<file path="config.mk">
export PLATFORM = sky130hd
export DESIGN_NAME = wb_port_arbiter
export DESIGN_NICKNAME = d
export VERILOG_FILES = /design/src/rtl/cpu_pkg.sv /design/src/rtl/wb_port_arbiter_rr_pick.sv /design/src/rtl/wb_port_arbiter.sv
export SDC_FILE = /design/constraint.sdc
export NUM_CORES = 1
export LEC_CHECK = 0
export CORE_UTILIZATION = 40
export DETAILED_ROUTE_END_ITERATION = 12
export GPL_ROUTABILITY_DRIVEN = 0
export HOLD_SLACK_MARGIN = 0.03
export PLACE_DENSITY = 0.89
export SLEW_MARGIN = 20
export SYNTH_ARGS = -nofsm -noshare
export SYNTH_HDL_FRONTEND = slang
export SYNTH_SLANG_ARGS = --single-unit
</file>
<file path="constraint.sdc">
create_clock -name clk -period 3.3 [get_ports clk]
set_input_delay 0.33 -clock clk [delete_from_list [all_inputs] [get_ports clk]]
set_output_delay 0.33 -clock clk [all_outputs]
set_load 0.02 [all_outputs]
</file>
<file path="src/rtl/cpu_pkg.sv">
// cpu_pkg: shared core widths and writeback requester IDs.
//   XLEN     integer datapath width
//   RAW      register address width
//   wb_src_e writeback source IDs, used to decode wr_src
package cpu_pkg;
    localparam int XLEN = 32;
    localparam int RAW  = 5;
    typedef enum logic [2:0] {
        SRC_ALU = 3'd0,
        SRC_LSU = 3'd1,
        SRC_FPU = 3'd2
    } wb_src_e;
endpackage

</file>
<file path="src/rtl/wb_port_arbiter_rr_pick.sv">
// rr_pick: combinational round-robin picker.
//   req  in   N    request vector
//   ptr  in   PW   highest-priority index this cycle
//   gnt  out  N    one-hot grant
//   idx  out  PW   index of the granted request
//   any  out  1    some request was granted
module rr_pick #(
    parameter int N  = 3,
    parameter int PW = $clog2(N)
) (
    input  logic [N-1:0]  req,
    input  logic [PW-1:0] ptr,
    output logic [N-1:0]  gnt,
    output logic [PW-1:0] idx,
    output logic          any
);
    // Scan from the farthest slot back toward ptr so the nearest request wins.
    always_comb begin
        gnt = '0;
        idx = '0;
        any = |req;
        for (int k = N - 1; k >= 0; k--) begin
            if (req[(int'(ptr) + k) % N]) begin
                gnt = '0;
                gnt[(int'(ptr) + k) % N] = 1'b1;
                idx = PW'((int'(ptr) + k) % N);
            end
        end
    end
endmodule

</file>
<file path="src/rtl/wb_port_arbiter.sv">
// wb_port_arbiter: round-robin share of the integer RF write port.
//   clk, rst       clock, async active-high reset
//   req_valid      per-requester result pending
//   req_rd         per-requester dest reg, [i*RAW +: RAW]
//   req_data       per-requester result, [i*XLEN +: XLEN]
//   req_ready      combinational accept
//   wr_en/addr/data/src  registered RF write, one cycle after accept
//   conflict_cnt   saturating count of cycles with a stalled live request
module wb_port_arbiter #(
    parameter int NREQ  = 3,
    parameter int XLEN  = cpu_pkg::XLEN,
    parameter int RAW   = cpu_pkg::RAW,
    parameter int CNT_W = 16
) (
    input  logic                 clk,
    input  logic                 rst,
    input  logic [NREQ-1:0]      req_valid,
    input  logic [NREQ*RAW-1:0]  req_rd,
    input  logic [NREQ*XLEN-1:0] req_data,
    output logic [NREQ-1:0]      req_ready,
    output logic                 wr_en,
    output logic [RAW-1:0]       wr_addr,
    output logic [XLEN-1:0]      wr_data,
    output logic [2:0]           wr_src,
    output logic [CNT_W-1:0]     conflict_cnt
);
    import cpu_pkg::*;

    localparam int PW = $clog2(NREQ);

    logic [NREQ-1:0]  live, x0, gnt;
    logic [PW-1:0]    idx, rr_ptr_q, rr_ptr_d;
    logic             any;
    logic             wr_en_q, wr_en_d;
    logic [RAW-1:0]   wr_addr_q, wr_addr_d;
    logic [XLEN-1:0]  wr_data_q, wr_data_d;
    logic [2:0]       wr_src_q, wr_src_d;
    logic [CNT_W-1:0] cnt_q, cnt_d;

    // Writes to x0 are acked and dropped without touching the grant.
    always_comb begin
        live = '0;
        x0   = '0;
        for (int i = 0; i < NREQ; i++) begin
            live[i] = req_valid[i] & (|req_rd[i*RAW +: RAW]);
            x0[i]   = req_valid[i] & ~(|req_rd[i*RAW +: RAW]);
        end
    end

    rr_pick #(.N(NREQ), .PW(PW)) u_pick (
        .req (live),
        .ptr (rr_ptr_q),
        .gnt (gnt),
        .idx (idx),
        .any (any)
    );

    always_comb begin
        req_ready = x0 | gnt;
        rr_ptr_d  = any ? ((idx == PW'(NREQ - 1)) ? '0 : idx + PW'(1)) : rr_ptr_q;
        wr_en_d   = any;
        wr_addr_d = any ? req_rd[idx*RAW +: RAW] : wr_addr_q;
        wr_data_d = any ? req_data[idx*XLEN +: XLEN] : wr_data_q;
        wr_src_d  = any ? 3'(idx) : wr_src_q;
        cnt_d     = ((|(live & ~gnt)) && !(&cnt_q)) ? cnt_q + CNT_W'(1) : cnt_q;
    end

    always_ff @(posedge clk or posedge rst) begin
        if (rst) begin
            rr_ptr_q  <= '0;
            wr_en_q   <= 1'b0;
            wr_addr_q <= '0;
            wr_data_q <= '0;
            wr_src_q  <= SRC_ALU;
            cnt_q     <= '0;
        end else begin
            rr_ptr_q  <= rr_ptr_d;
            wr_en_q   <= wr_en_d;
            wr_addr_q <= wr_addr_d;
            wr_data_q <= wr_data_d;
            wr_src_q  <= wr_src_d;
            cnt_q     <= cnt_d;
        end
    end

    assign wr_en        = wr_en_q;
    assign wr_addr      = wr_addr_q;
    assign wr_data      = wr_data_q;
    assign wr_src       = wr_src_q;
    assign conflict_cnt = cnt_q;
endmodule

</file>
==> impl_metrics.toml, run 1 <==
[critical_path]
cp-startpoint = "rr_ptr_q[1]"
crit_arrival_ps = 2900
capturing_element_of_the_worst_setup_path = "req_ready[0]"
cp_capture_type = "primary output"
kind_of_critical_path = "flip-flop to primary output"
slowest_library_cell_on_the_worst_path = "sky130_fd_sc_hd__clkdlybuf4s50_1"
crit_required_ps = 2970
reg2reg_depth = 11
critical_path_cell_sequence = "inv_1 > ha_2 > nand2b_4 > a211oi_1 > a211o_1 > o311a_1 > nand2_1 > clkdlybuf4s50_1"
worstSetupStartpointType = "flip-flop"
crit-reg2reg-launch = "rr_ptr_q[1]"
critical_path_peak_fanout = 11
setup.reg_to_reg.worst_slack_ps = 180
r2r-end = "conflict_cnt[8]"
critical-path-max-stage-delay_ps = 550

[clock_network]
cts_root_buf = "sky130_fd_sc_hd__clkbuf_8"
cts_htree_levels = 3
max-clock-path-buffers = 2
clk-insertion-delay-late_ps = 330
cts.hold.buffers_added = 0
clkTransAtPathRegs_ps = 70
tritoncts_num_sinks = 58
post-cts-setup-buffers = 0
number_of_buffers_created_by_cts = 9
tritoncts = "built"

[sta]
fin_skew_ps = 8.41
timing.final.crit_share = 0.979
drv_slew = 0
achievable-frequency_mhz = 310
timing_worst_slew_pin_value_ps = 782
max_slew_margin = 0.478
grt_setup_unrepaired = "false"
aggregate_negative_setup_slack_ps = 0
report.final.setup_viol = 0
timing.final.hold_violations = 0
finalCriticalPeriod_ps = 3230

[floorplan]
start_util = 0.421
rows = 32
die_width_um = 93.1
floorplan.io_pins = 176
floorplan.die_area_mm2 = 0.00866
fp.coreArea_mm2 = 0.00789
dieHeight_um = 93.1

[place]
dp.final_hpwl_um = 8270
placed_area_mm2 = 0.00520
port_buffers = 174

[synth]
synthDominantCellAreaShare = 0.438
synth-edff-count = 0
synth_area_per_cell_um2 = 9.06
netlist_area_mm2 = 0.00332
asyncSetResetFlopFracSynth = 1.00
syn_nets = 487
yosysSeqAreaShare = 0.438
netlist_instances = 366
post_synth_num_cell_types = 54
yosys_reg_bits = 58
synthDominantAreaCellType = "sky130_fd_sc_hd__dfrtp_1"
synthTopCellsByArea = "sky130_fd_sc_hd__dfrtp_1 (44%), sky130_fd_sc_hd__a22oi_1 (6.3%), sky130_fd_sc_hd__nand2_1 (6.1%)"
post-synth-top-count-cell = "sky130_fd_sc_hd__dfrtp_1"
ys_dominant_reg_cell = "sky130_fd_sc_hd__dfrtp_1"
synthesis_warning_total = 0
post_synth_most_frequent_cells = "sky130_fd_sc_hd__dfrtp_1 (58), sky130_fd_sc_hd__nand2_1 (54), sky130_fd_sc_hd__nor2_1 (33)"

[power_and_ir_drop]
power.total_w = 0.00466
power.ir.vdd_worst_uv = 417
pwr_density_cell_mw_per_mm2 = 861
power.static_leakage_nw = 2.20

[global_route]
grtUsageTotal = 0.260
globalRoute.busiestLayer = "met2"
grt_util_met2 = 0.452
grt_antenna_before_repair = 0
global_route_wire_length_before_repair_um = 17500
met3_use_gr = 0.0772
gr-usage-met1 = 0.301
grt_overflow_total = 0
first_global_vias = 3624
pin_count_of_the_biggest_net_entering_global_routing = 56

[route]
route.detailed.wl_per_inst_um = 16.6
drt_pre_antenna_iters = 4
viasPerCell = 5.61
detail_route.wirelength_um = 10800
drc_errors = 0
via_count = 3635
drt_iter0_markers = 144
ant_nets = 0

[cells_and_area]
layout-area-overhead-vs-synth_pct = 63.3
finish.net_count = 662
insertedDiodeCount = 0
proportion_of_layout_cells_with_a_drive_suffix_above_1 = 0.0952
finish.instance_area_mm2 = 0.00542

[min_path]
hp-class = "primary input to asynchronous set/reset pin"

[flow_run]
cap_violations = 0

[outcome]
outcome = "finished, final reports clean"
## how the worst min path moves through the flow
stage | slack (ps) | startpoint | to
after global routing | 520 | conflict_cnt[6] | conflict_cnt[6]
after CTS | 490 | rst | wr_data[0]
after floorplan | 480 | req_rd[5] | wr_addr[0]
final | 470 | rst | wr_data[0]
after detailed placement | 470 | wr_src[0] | wr_src[0]
after global placement | 470 | wr_src[0] | wr_src[0]
## cells in the final DEF (no fill, tap or decap), types with 3 or more instances in the layout
cell	Yosys	layout
sky130_fd_sc_hd__nand3_1	20	20
sky130_fd_sc_hd__nor2b_1	3	3
sky130_fd_sc_hd__nor3_1	9	8
sky130_fd_sc_hd__a21boi_1	3	3
sky130_fd_sc_hd__clkdlybuf4s50_1	0	173
sky130_fd_sc_hd__nor2_1	33	33
sky130_fd_sc_hd__a31oi_1	28	28
sky130_fd_sc_hd__nand2_1	54	54
sky130_fd_sc_hd__clkinv_2	0	3
sky130_fd_sc_hd__o21ai_0	6	5
sky130_fd_sc_hd__inv_1	9	7
sky130_fd_sc_hd__xor2_1	11	11
sky130_fd_sc_hd__clkbuf_8	0	10
sky130_fd_sc_hd__dfrtp_1	58	58
sky130_fd_sc_hd__a211oi_1	3	3
sky130_fd_sc_hd__a22oi_1	28	28
sky130_fd_sc_hd__nor4_2	5	5
sky130_fd_sc_hd__a21oi_1	16	16
sky130_fd_sc_hd__buf_4	1	15
sky130_fd_sc_hd__ha_1	5	3
sky130_fd_sc_hd__a221o_1	10	10
## power breakdown
part           internal, W  switching, W
clock             0.000367      0.000287
sequential         0.00103      0.000249
combinational      0.00127       0.00145
## layer usage
metal  vias up  wire length [um]
li1       1694                 -
met1      1723              4300
met2       192              5410
met3        26               815
met4         0               232
met5         -                 0
## registers in the layout (all words and copies together), names as in the netlist
| name | flops |
|---|---|
| wr_addr | 5 |
| conflict_cnt | 16 |
| rr_ptr_q | 2 |
| wr_data | 32 |
| wr_src | 2 |
| wr_en | 1 |
## per-stage QoR
step,util,cells,setup slack [ps],hold slack [ps]
finish,0.687,648,70.2,475
global route,0.687,648,26.3,524
CTS,0.685,648,71.0,487
global placement,0.660,632,275,470
detailed placement,0.660,632,139,471
floorplan,-,366,686,475
## cell families after synthesis
group / count (synthesis) / share of synthesized area
simple gates: 145 / 0.221
compound gates: 107 / 0.234
flops: 58 / 0.438
buf+inv: 34 / 0.0441
xor+xnor: 13 / 0.0343
fa+ha+maj: 5 / 0.0189
mux: 3 / 0.00981
other cells: 1 / 0.00113
## critical path: cells and delay by family, from the launching register on
family / cells / cell delay [ps]
and+or+nand+nor: 2 / 210
AOI/OAI and AO/OA: 3 / 940
adders and majority gates: 1 / 320
buffers and inverters: 2 / 680
DFF: 1 / 430
## what timing repair did
action | 4_1_cts | 5_1_grt
resized for setup | 1 | 3
gates cloned | 0 | 0
setup endpoints to repair | 1 | 4
## final cells by class
class / instances / area, um^2
fill: 616 / 2470
timing repair buffer: 189 / 1860
multi-input combinational: 274 / 1750
sequential: 58 / 1450
clock buffer: 11 / 141
tap: 102 / 128
clock inverter: 5 / 53.8
inverter: 9 / 33.8
Note: power is estimated with default switching activity, not from simulation.
==> inputs of run 2 (changes only) <==
- CORE_MARGIN: not set -> 5
- MAX_ROUTING_LAYER: not set -> met4
==> run 2 against run 1 <==
Effect of this change: die area rose by 18%; worst hold slack got worse by 100 ps; wire length increased by 3.4%; clock power grew 4.6%; design area hardly changed; utilization is 2.1 points lower; fmax up 1.8%; final cell count fell by 0.15%; total power about the same; sequential share of layout area about the same.
==> impl_metrics.toml, run 2 (same netlist as run 1, synthesis figures left out) <==
[power_and_ir_drop]
pwr-share-comb = 0.580
pwr_density_cell_mw_per_mm2 = 862
power.total_w = 0.00466
p_sw_frac = 0.421
switching_power_of_the_nets_w = 0.00196
share_seq_of_total_power = 0.273
power.static_leakage_nw = 2.18
cell_internal_pwr_w = 0.00270
power.clock.fraction = 0.147
power.ir.vdd_worst_uv = 456

[sta]
timing.final.hold_violations = 0
max_slew_margin = 0.657
timing.final.crit_share = 0.961
drv_slew = 0
timing_worst_slew_pin_value_ps = 514
fin_skew_ps = 10.9
grt_setup_unrepaired = "false"
finalCriticalPeriod_ps = 3170
aggregate_negative_setup_slack_ps = 0
report.final.setup_viol = 0
achievable-frequency_mhz = 315

[route]
drc_errors = 0
drt_pre_antenna_iters = 5
ant_nets = 0
via_count = 3591
viasPerCell = 5.55
drt_iter0_markers = 229
route.detailed.wl_per_inst_um = 17.2
detail_route.wirelength_um = 11100

[cells_and_area]
layout.area.seq_mm2 = 0.00145
layout-area-overhead-vs-synth_pct = 63.1
finish.net_count = 658
finish.instance_area_mm2 = 0.00541
fillerInstances = 608
final_cell_mix = "sky130_fd_sc_hd__clkdlybuf4s50_1 (174), sky130_fd_sc_hd__dfrtp_1 (58), sky130_fd_sc_hd__nand2_1 (54)"
layout_commonest_cell = "sky130_fd_sc_hd__clkdlybuf4s50_1"
multi_input_comb_area_mm2 = 0.00174
proportion_of_layout_cells_with_a_drive_suffix_above_1 = 0.0904
largest_register_ff_count = 32
finalNonFillerCells = 647
insertedDiodeCount = 0

[clock_network]
tritoncts = "built"
clk-insertion-delay-late_ps = 330
cts.repair.resized = 1
clkTransAtPathRegs_ps = 70
cts_htree_levels = 3
max-clock-path-buffers = 2
tritoncts_num_sinks = 58
cts_root_buf = "sky130_fd_sc_hd__clkbuf_8"
number_of_buffers_created_by_cts = 9
post-cts-setup-buffers = 0
cts.hold.buffers_added = 0

[floorplan]
start_util = 0.408
floorplan.io_pins = 176
dieHeight_um = 101
floorplan.die_area_mm2 = 0.0102
die_width_um = 101
rows = 33
fp.coreArea_mm2 = 0.00813

[critical_path]
r2r-end = "conflict_cnt[8]"
crit_arrival_ps = 2840
reg2reg_depth = 11
cp_capture_type = "primary output"
crit_required_ps = 2970
critical_path_peak_fanout = 11
crit-reg2reg-launch = "rr_ptr_q[1]"
kind_of_critical_path = "flip-flop to primary output"
setup.reg_to_reg.worst_slack_ps = 270
worstSetupStartpointType = "flip-flop"

[min_path]
hp-class = "primary input to asynchronous set/reset pin"

[place]
port_buffers = 174
dp.final_hpwl_um = 8480
placed_area_mm2 = 0.00518
placed_cells_incl_taps = 631

[global_route]
pin_count_of_the_biggest_net_entering_global_routing = 38
grt_overflow_total = 0
grtUsageTotal = 0.221
grt_antenna_before_repair = 0
global_route_wire_length_before_repair_um = 17500
first_global_vias = 3644

[outcome]
outcome = "finished, final reports clean"

[flow_run]
cap_violations = 0
## run 2: final cells by class
cell class,instances,area share
timing repair buffer,185,0.340
multi-input combinational,274,0.322
sequential,58,0.268
clock buffer,12,0.0305
tap,105,0.0243
clock inverter,4,0.00902
inverter,9,0.00624
## run 2: per-stage QoR
step	util	hold slack (ps)	setup slack (ps)
6_report	0.665	373	127
5_1_grt	0.665	415	17.2
4_1_cts	0.664	382	93.4
3_5_place_dp	0.637	468	150
3_3_place_gp	0.637	465	269
2_1_floorplan	-	475	686
## run 2: worst max path at each step
stage          cells after the start   startpoint  slack, ps         endpoint
6_report                           8  rr_ptr_q[1]        130     req_ready[1]
3_3_place_gp                       9    req_rd[5]        270  conflict_cnt[1]
3_5_place_dp                      10    req_rd[9]        150  conflict_cnt[8]
2_1_floorplan                     10  rr_ptr_q[0]        690  conflict_cnt[1]
5_1_grt                            8  rr_ptr_q[1]         20     req_ready[1]
4_1_cts                            8  rr_ptr_q[1]         90     req_ready[1]
## run 2: critical path, cell delays in order, from the launching register on
cell and delay (ps):
sky130_fd_sc_hd__dfrtp_1 430, sky130_fd_sc_hd__inv_1 120, sky130_fd_sc_hd__ha_2 320, sky130_fd_sc_hd__nand2b_4 90, sky130_fd_sc_hd__a211oi_1 370, sky130_fd_sc_hd__a211o_1 250, sky130_fd_sc_hd__nand2_1 110, sky130_fd_sc_hd__o311ai_0 140
sky130_fd_sc_hd__clkdlybuf4s50_1 710
## run 2: routing by layer
layer  routed length, um  track usage
met1                4390        0.263
met4                 325       0.0961
met5                   0            -
met3                1020       0.0533
met2                5380        0.356
## run 2: power by group through the flow
stage / Clock (W) / Combinational [W] / Sequential, W
floorplan: 0 / 0.00113 / 0.00163
global placement: 0 / 0.00261 / 0.00126
detailed placement: 0 / 0.00267 / 0.00128
CTS: 0.000700 / 0.00269 / 0.00127
global route: 0.000733 / 0.00291 / 0.00132
finish: 0.000684 / 0.00271 / 0.00127
